[config.mk]
export PLATFORM = sky130hd
export DESIGN_NAME = sort_controller
export DESIGN_NICKNAME = d
export VERILOG_FILES = /design/src/rtl/sort_controller.sv
export SDC_FILE = /design/constraint.sdc
export NUM_CORES = 1
export LEC_CHECK = 0
export ABC_CLOCK_PERIOD_IN_PS = 3500
export CAP_MARGIN = 20
export CORE_MARGIN = 2
export CORE_UTILIZATION = 50
export CTS_CLUSTER_SIZE = 40
export DETAILED_ROUTE_END_ITERATION = 10
export HOLD_SLACK_MARGIN = 0.15
export MAX_ROUTING_LAYER = met4
export PLACE_DENSITY_LB_ADDON = 0.12
export RECOVER_POWER = 100
export SLEW_MARGIN = 30
export SYNTH_ARGS = -nofsm -noshare
export SYNTH_HDL_FRONTEND = slang
export SYNTH_SLANG_ARGS = --single-unit
[constraint.sdc]
create_clock -name clk -period 3.5 [get_ports clk]
set_input_delay 0.525 -clock clk [delete_from_list [all_inputs] [get_ports clk]]
set_output_delay 0.525 -clock clk [all_outputs]
set_load 0.02 [all_outputs]
[src/rtl/sort_controller.sv]
// Control FSM for an in-place exchange sort over a K-entry memory with A/B registers and i/j indices.
// Optional swap counter output is built only when SORT_SWAP_CNT_EN is defined.
module sort_controller #(
  parameter int SWAP_CNT_W = 8
) (
  input  logic clk,
  input  logic rst_n,
  input  logic start,
  input  logic AgtB,
  input  logic zi,
  input  logic zj,
  output logic EA,
  output logic EB,
  output logic Li,
  output logic Ei,
  output logic Lj,
  output logic Ej,
  output logic Csel,
  output logic WE,
  output logic Bout,
  output logic busy,
  output logic done
`ifdef SORT_SWAP_CNT_EN
  ,
  output logic [SWAP_CNT_W-1:0] swap_count
`endif
);

  typedef enum logic [3:0] {
    IDLE, INIT_I, LOAD_A, LOAD_B, CMP, SWAP_I, SWAP_J, RELOAD_A, NEXT_J, NEXT_I, DONE
  } state_t;

  state_t state;
  state_t nxt;
  logic   nj_q;
  logic   ni_q;

  function automatic state_t next_of(state_t s, logic st, logic agt, logic zi_i, logic zj_i);
    state_t n;
    n = s;
    case (s)
      IDLE:     n = st ? INIT_I : IDLE;
      INIT_I:   n = LOAD_A;
      LOAD_A:   n = LOAD_B;
      LOAD_B:   n = CMP;
      CMP:      n = agt ? SWAP_I : NEXT_J;
      SWAP_I:   n = SWAP_J;
      SWAP_J:   n = RELOAD_A;
      RELOAD_A: n = NEXT_J;
      NEXT_J:   n = zj_i ? NEXT_I : LOAD_B;
      NEXT_I:   n = zi_i ? DONE : LOAD_A;
      DONE:     n = st ? DONE : IDLE;
      default:  n = IDLE;
    endcase
    return n;
  endfunction

  assign nxt = next_of(state, start, AgtB, zi, zj);

  // Strobes are decoded from the upcoming state so each is a clean flop output.
  always_ff @(posedge clk or negedge rst_n) begin
    if (!rst_n) begin
      state <= IDLE;
      EA    <= 1'b0;
      EB    <= 1'b0;
      Li    <= 1'b0;
      Lj    <= 1'b0;
      Csel  <= 1'b0;
      WE    <= 1'b0;
      Bout  <= 1'b0;
      busy  <= 1'b0;
      done  <= 1'b0;
      nj_q  <= 1'b0;
      ni_q  <= 1'b0;
    end else begin
      state <= nxt;
      EA    <= (nxt == LOAD_A) || (nxt == RELOAD_A);
      EB    <= (nxt == LOAD_B);
      Li    <= (nxt == INIT_I);
      Lj    <= (nxt == LOAD_A);
      Csel  <= (nxt == LOAD_B) || (nxt == SWAP_J);
      WE    <= (nxt == SWAP_I) || (nxt == SWAP_J);
      Bout  <= (nxt == SWAP_I);
      busy  <= (nxt != IDLE) && (nxt != DONE);
      done  <= (nxt == DONE);
      nj_q  <= (nxt == NEXT_J);
      ni_q  <= (nxt == NEXT_I);
    end
  end

  // The index increments depend on the live end-of-range flags seen in the same state.
  assign Ej = nj_q & ~zj;
  assign Ei = ni_q & ~zi;

`ifdef SORT_SWAP_CNT_EN
  always_ff @(posedge clk or negedge rst_n) begin
    if (!rst_n) begin
      swap_count <= '0;
    end else if (nxt == INIT_I) begin
      swap_count <= '0;
    end else if ((state == SWAP_J) && (swap_count != {SWAP_CNT_W{1'b1}})) begin
      swap_count <= swap_count + SWAP_CNT_W'(1);
    end
  end
`endif

endmodule
# Word level (Yosys, flattened, before mapping)

Index checks and enable logic that the tools add are counted.

Memory bits (read-only): 0
RAM bits: 0
Memories: 0
Bits in latches: 0
Logic and storage cells: 48
Bits in registers: 15

Muxes and demuxes: 6
Add/subtract/negate cells: 0
Bitwise operators: 4
Shift-type cells: 0
Divide/modulo/power cells: 0
Reduce and logical (&&, ||, !) cells: 6
$mul: 0
Magnitude comparators: 0
Eq/ne operators: 20

Operators by type and width:

| operator                                      | count |
|---|---|
| one-hot mux 4 bit (11 select lines)           | 1 |
| == test 4 x 3 -> 1 bit, second input constant | 7 |
| == test 4 bit, second input constant          | 6 |
| == test 4 x 2 -> 1 bit, second input constant | 4 |
| 2-to-1 mux 4 bit                              | 4 |
| == test 4 x 1 -> 1 bit, second input constant | 2 |
| zero test 4 bit                               | 1 |
| != test 4 bit, second input constant          | 1 |
| nonzero test 4 bit                            | 1 |
| logical OR 1 bit                              | 3 |
| AND 1 bit                                     | 2 |
| NOT 1 bit                                     | 2 |
| logical AND 1 bit                             | 1 |
| 2-to-1 mux 1 bit                              | 1 |

# Depth between registers and ports, before layout

Depth in word-level cells: 4
Mapped depth: 6
Gate-level depth less buffers: 5

# Least setup slack after synthesis

Ideal clock, no wire load.

Kind: input -> register
From: input AgtB
To: register EA
Data required time: 3418 ps
Stages: 5
Setup time: 82 ps
Setup slack: 1805 ps
Arrival: 1612 ps
Path buffers: 1
Cells stage by stage: or3_1 and3_1 clkbuf_1 or4_4 o22ai_2

Word-level cells in the longest chain between the ends: 4
Elaborated cells on any way between the ends: 5
Classes of those cells: eq/ne: 2; mux: 2; reduce/logical: 1

Ends and longest elaborated chain:

| what                                                                    | RTL line | source |
|---|---|---|
| start, declared                                                         | 9        | `input logic AgtB,` |
| 2-to-1 mux 4 bit (*)                                                    | 46       | `CMP: n = agt ? SWAP_I : NEXT_J;` |
| one-hot mux 4 bit (11 select lines) (*)                                 | 41       | `case (s)` |
| via nxt[2]                                                              | 34       | `state_t nxt;` |
| == test 4 x 2 -> 1 bit / == test 4 x 3 -> 1 bit (equally long branches) | 77       | `EA <= (nxt == LOAD_A) \|\| (nxt == RELOAD_A);` |
| logical OR 1 bit (*)                                                    | 77       |  |
| end signal, assigned                                                    | 77       |  |
| end, declared                                                           | 12       | `output logic EA,` |

The timed path passes the listed nets; every way through them passes the cells marked *.

# Worst setup path in the final report

From: input zj
To: output Ej

Word-level cells in the longest chain between the ends: 2

Ends and longest elaborated chain:

| what            | RTL line | source |
|---|---|---|
| start, declared | 11       | `input logic zj,` |
| NOT 1 bit       | 92       | `assign Ej = nj_q & ~zj;` |
| AND 1 bit       | 92       |  |
| end, declared   | 17       | `output logic Ej,` |

Every way passes these cells.

==> run summary <==
* status: complete, no violations
* XOR/XNOR share of the synthesized area: 0
* max_slew headroom: 0.568
* Tot GR Track Use: 0.190
* setup TNS: 0 ps
* Hold Fails Final Rpt: 0
* residual antenna-violating net count after detailed routing: 0
* number of antenna diodes: 0
* Floorplan Core Area: 1300 um2
* die boundary height: 41.2 um
* post-route total power: 737 uW
* number of flip-flops and latches in the synthesized netlist: 15
* count of unique library cells instantiated by Yosys: 34
* largest vdd supply drop: 0.488 mV
* number of H-tree branching levels: 1
* Root Buffer Master: clkbuf_4
* Sequential Power Share: 0.406
* combinational share of power: 0.462
* Bufs and invs on worst path: 2
* latest clock arrival within the worst-skew pair: 280 ps
* I/O pins: 17
* cell count after synthesis: 67
* clock-pin transition on the worst setup and hold timing paths: 90 ps
* NetSw: 314 uW
* most common cell after layout, fill and taps aside: dfrtp_1
* mean area per synthesized cell: 10.3 um2
* Starting Density: 0.532
* total internal power: 423 uW
* Mapped Nets: 73
* initial antenna violation count: 0
* classification of the worst setup path: in2out
* FMAX: 0.435 GHz
* cts bufs inserted: 3
* Critical-path top delay cell: dlygate4sd3_1
* weighted congestion at the end of routability-driven global placement: 0.774
* die area: 1700 um2
* area share of fa/ha/maj cells after synthesis: 0
* final worst path period need: 2300 ps
* Critical Path AT: 1780 ps
* number of search-and-repair iterations in the first detailed-routing pass: 4
* share of cell area taken by muxes after synthesis: 0.0145
* number of setup violations in the final report: 0
* number of sinks handled by clock tree synthesis: 15
* simple-gate portion of the synthesized area: 0.219
* total number of nets in the final design: 89
* number of DRC markers after the initial detailed-route iteration: 14
* max-slew violation count: 0
* Startpoint Class: primary input
* cells resized by post-CTS repair: 0
* fraction of the yosys area taken by sequential cells: 0.542
* count of input and output buffers: 16
* worst-path cell chain: clkdlybuf4s50_1 -> nor2b_1 -> dlygate4sd3_1
* via count of the first global-routing pass: 458
* Max Cap Viol: 0
* area grow syn2layout: 23.0%
* path class of the lowest-slack min-delay path: reg2reg
* Worst Max-Slew Pin Slew: 646 ps
* share of the cycle needed by the critical path after routing: 0.657
* layout cells sized above 1: 0.0610
* via-per-instance ratio: 5.41
* maximum clock skew at final layout: 5.26 ps
* number of buffers between clock root and the deepest sink: 2
* Syn. warnings: 0
* vias: 525
* switching share of total power: 0.426
* Die Span X: 41.2 um
* overall overflow remaining after global route: 0
* Synth Area in Compound Gates: 0.159
* count of hold buffers inserted by post-cts repair: 0
* most frequent cells in the layout: 15 x dfrtp_1, 14 x dlygate4sd3_1, 7 x nor2_1, 6 x nand2_1
* CP max stage delay: 670 ps
* clock power share: 0.133
* Total Routed Length: 1270 um
* pin count of the biggest net entering global routing: 16
* CP required: 2970 ps
* row count: 13
* post-route DRC violation count: 0
* family with the most delay on the worst path: buffers and inverters
* Netlist Area Pre-Place: 692 um2
* final routed wire length divided by cell count: 13.1 um
* main combinational cell family by area after synthesis: simple AND/OR/NAND/NOR gates
* standby leakage power: 0.398 nW
* CP Capture Type: output port
* HPWL after detailed placement: 898 um
* TritonCTS clock tree: yes
* first-pass GRT wire length: 1970 um
* Post-CTS Repair Setup Buffers: 0
* setup repair after global routing missed its margin: no
* Pwr per Cell Area: 866 nW/um2
* critical-path maximum fanout: 4
[metal layers]
metal | share of wire | GRT usage | up-vias
met1 | 0.47 | 0.250 | 246
met5 | 0 | - | -
met4 | 0 | 0.0484 | 0
met2 | 0.47 | 0.293 | 20
li1 | - | - | 259
met3 | 0.056 | 0.0489 | 0
[area by class of cell]
cell class / count / area, um2
clock inverter: 1 / 5.00
sequential: 15 / 375
inverter: 4 / 15.0
multi-input combinational: 43 / 254
timing repair buffer: 16 / 160
clock buffer: 3 / 22.5
fill: 116 / 450
tap: 15 / 18.8
[per-stage QoR]
stage	hold WS [ps]	area [um2]	worst slack (ps)	cells	util
final	601	851	1200	97	0.654
after global routing	646	851	1120	97	0.654
after CTS	589	868	1250	97	0.667
after detailed placement	579	841	1260	93	0.646
after global placement	576	841	1260	93	0.646
after floorplan	229	692	1810	67	-
[registers in the layout, indices dropped and copies added, names as in the netlist]
| register | flops |
|---|---|
| Bout | 1 |
| Csel | 1 |
| EA | 1 |
| EB | 1 |
| Li | 1 |
| Lj | 1 |
| WE | 1 |
| busy | 1 |
| done | 1 |
| ni_q | 1 |
| nj_q | 1 |
| state | 4 |
[worst register-to-register path: stages (launching register included)]
cell and delay [ps]:
dfrtp_1 470, or2_0 230, a32oi_1 310, clkinv_1 160, or4_1 520, o22ai_1 150
[logic make-up (layout without fill, tap and decap cells)]
family | Yosys count | after routing
simple gates | 28 | 28
compound gates | 14 | 14
flops | 15 | 15
mux | 1 | 1
buf+inv | 9 | 24
[worst paths after layout]
kind	from	end	slack, ps	cells past startpoint
min in group asynchronous	rst_n	WE	700	1
max reg2reg	state[3]	EA	1590	5
max in group asynchronous	rst_n	nj_q	2380	1
min reg2reg	state[3]	Li	600	1
min	state[3]	Li	600	1
max	zj	Ej	1200	3
[cell usage after synthesis, drive strengths merged]
cell type	number	area, um2
nand2b	2	12.5
o31ai	1	7.51
nor4b	1	8.76
o22ai	1	12.5
and3	1	6.26
a21o	2	15.0
o21ai	1	5.00
nor2	8	32.5
nand2	6	22.5
or2	2	12.5
nor4	1	6.26
nor3	1	5.00
a32oi	1	16.3
or4	1	11.3
dfrtp	15	375
a21oi	3	15.0
o32ai	1	8.76
mux2i	1	10.0
buf	3	21.3
inv	4	15.0
o21a	1	7.51
a31oi	1	6.26
nand3b	1	7.51
o22a	1	8.76
o211ai	1	7.51
nor2b	2	12.5
or3	1	6.26
clkbuf	2	8.75
or2b	1	7.51
[power by group through the flow]
stage | clock network [mW] | registers, mW | logic, mW
detailed placement | 0 | 0.302 | 0.388
global route | 0.110 | 0.310 | 0.380
global placement | 0 | 0.300 | 0.386
floorplan | 0 | 0.288 | 0.311
CTS | 0.0997 | 0.298 | 0.391
finish | 0.0977 | 0.299 | 0.340
Note: power is estimated with default switching activity, not from simulation.
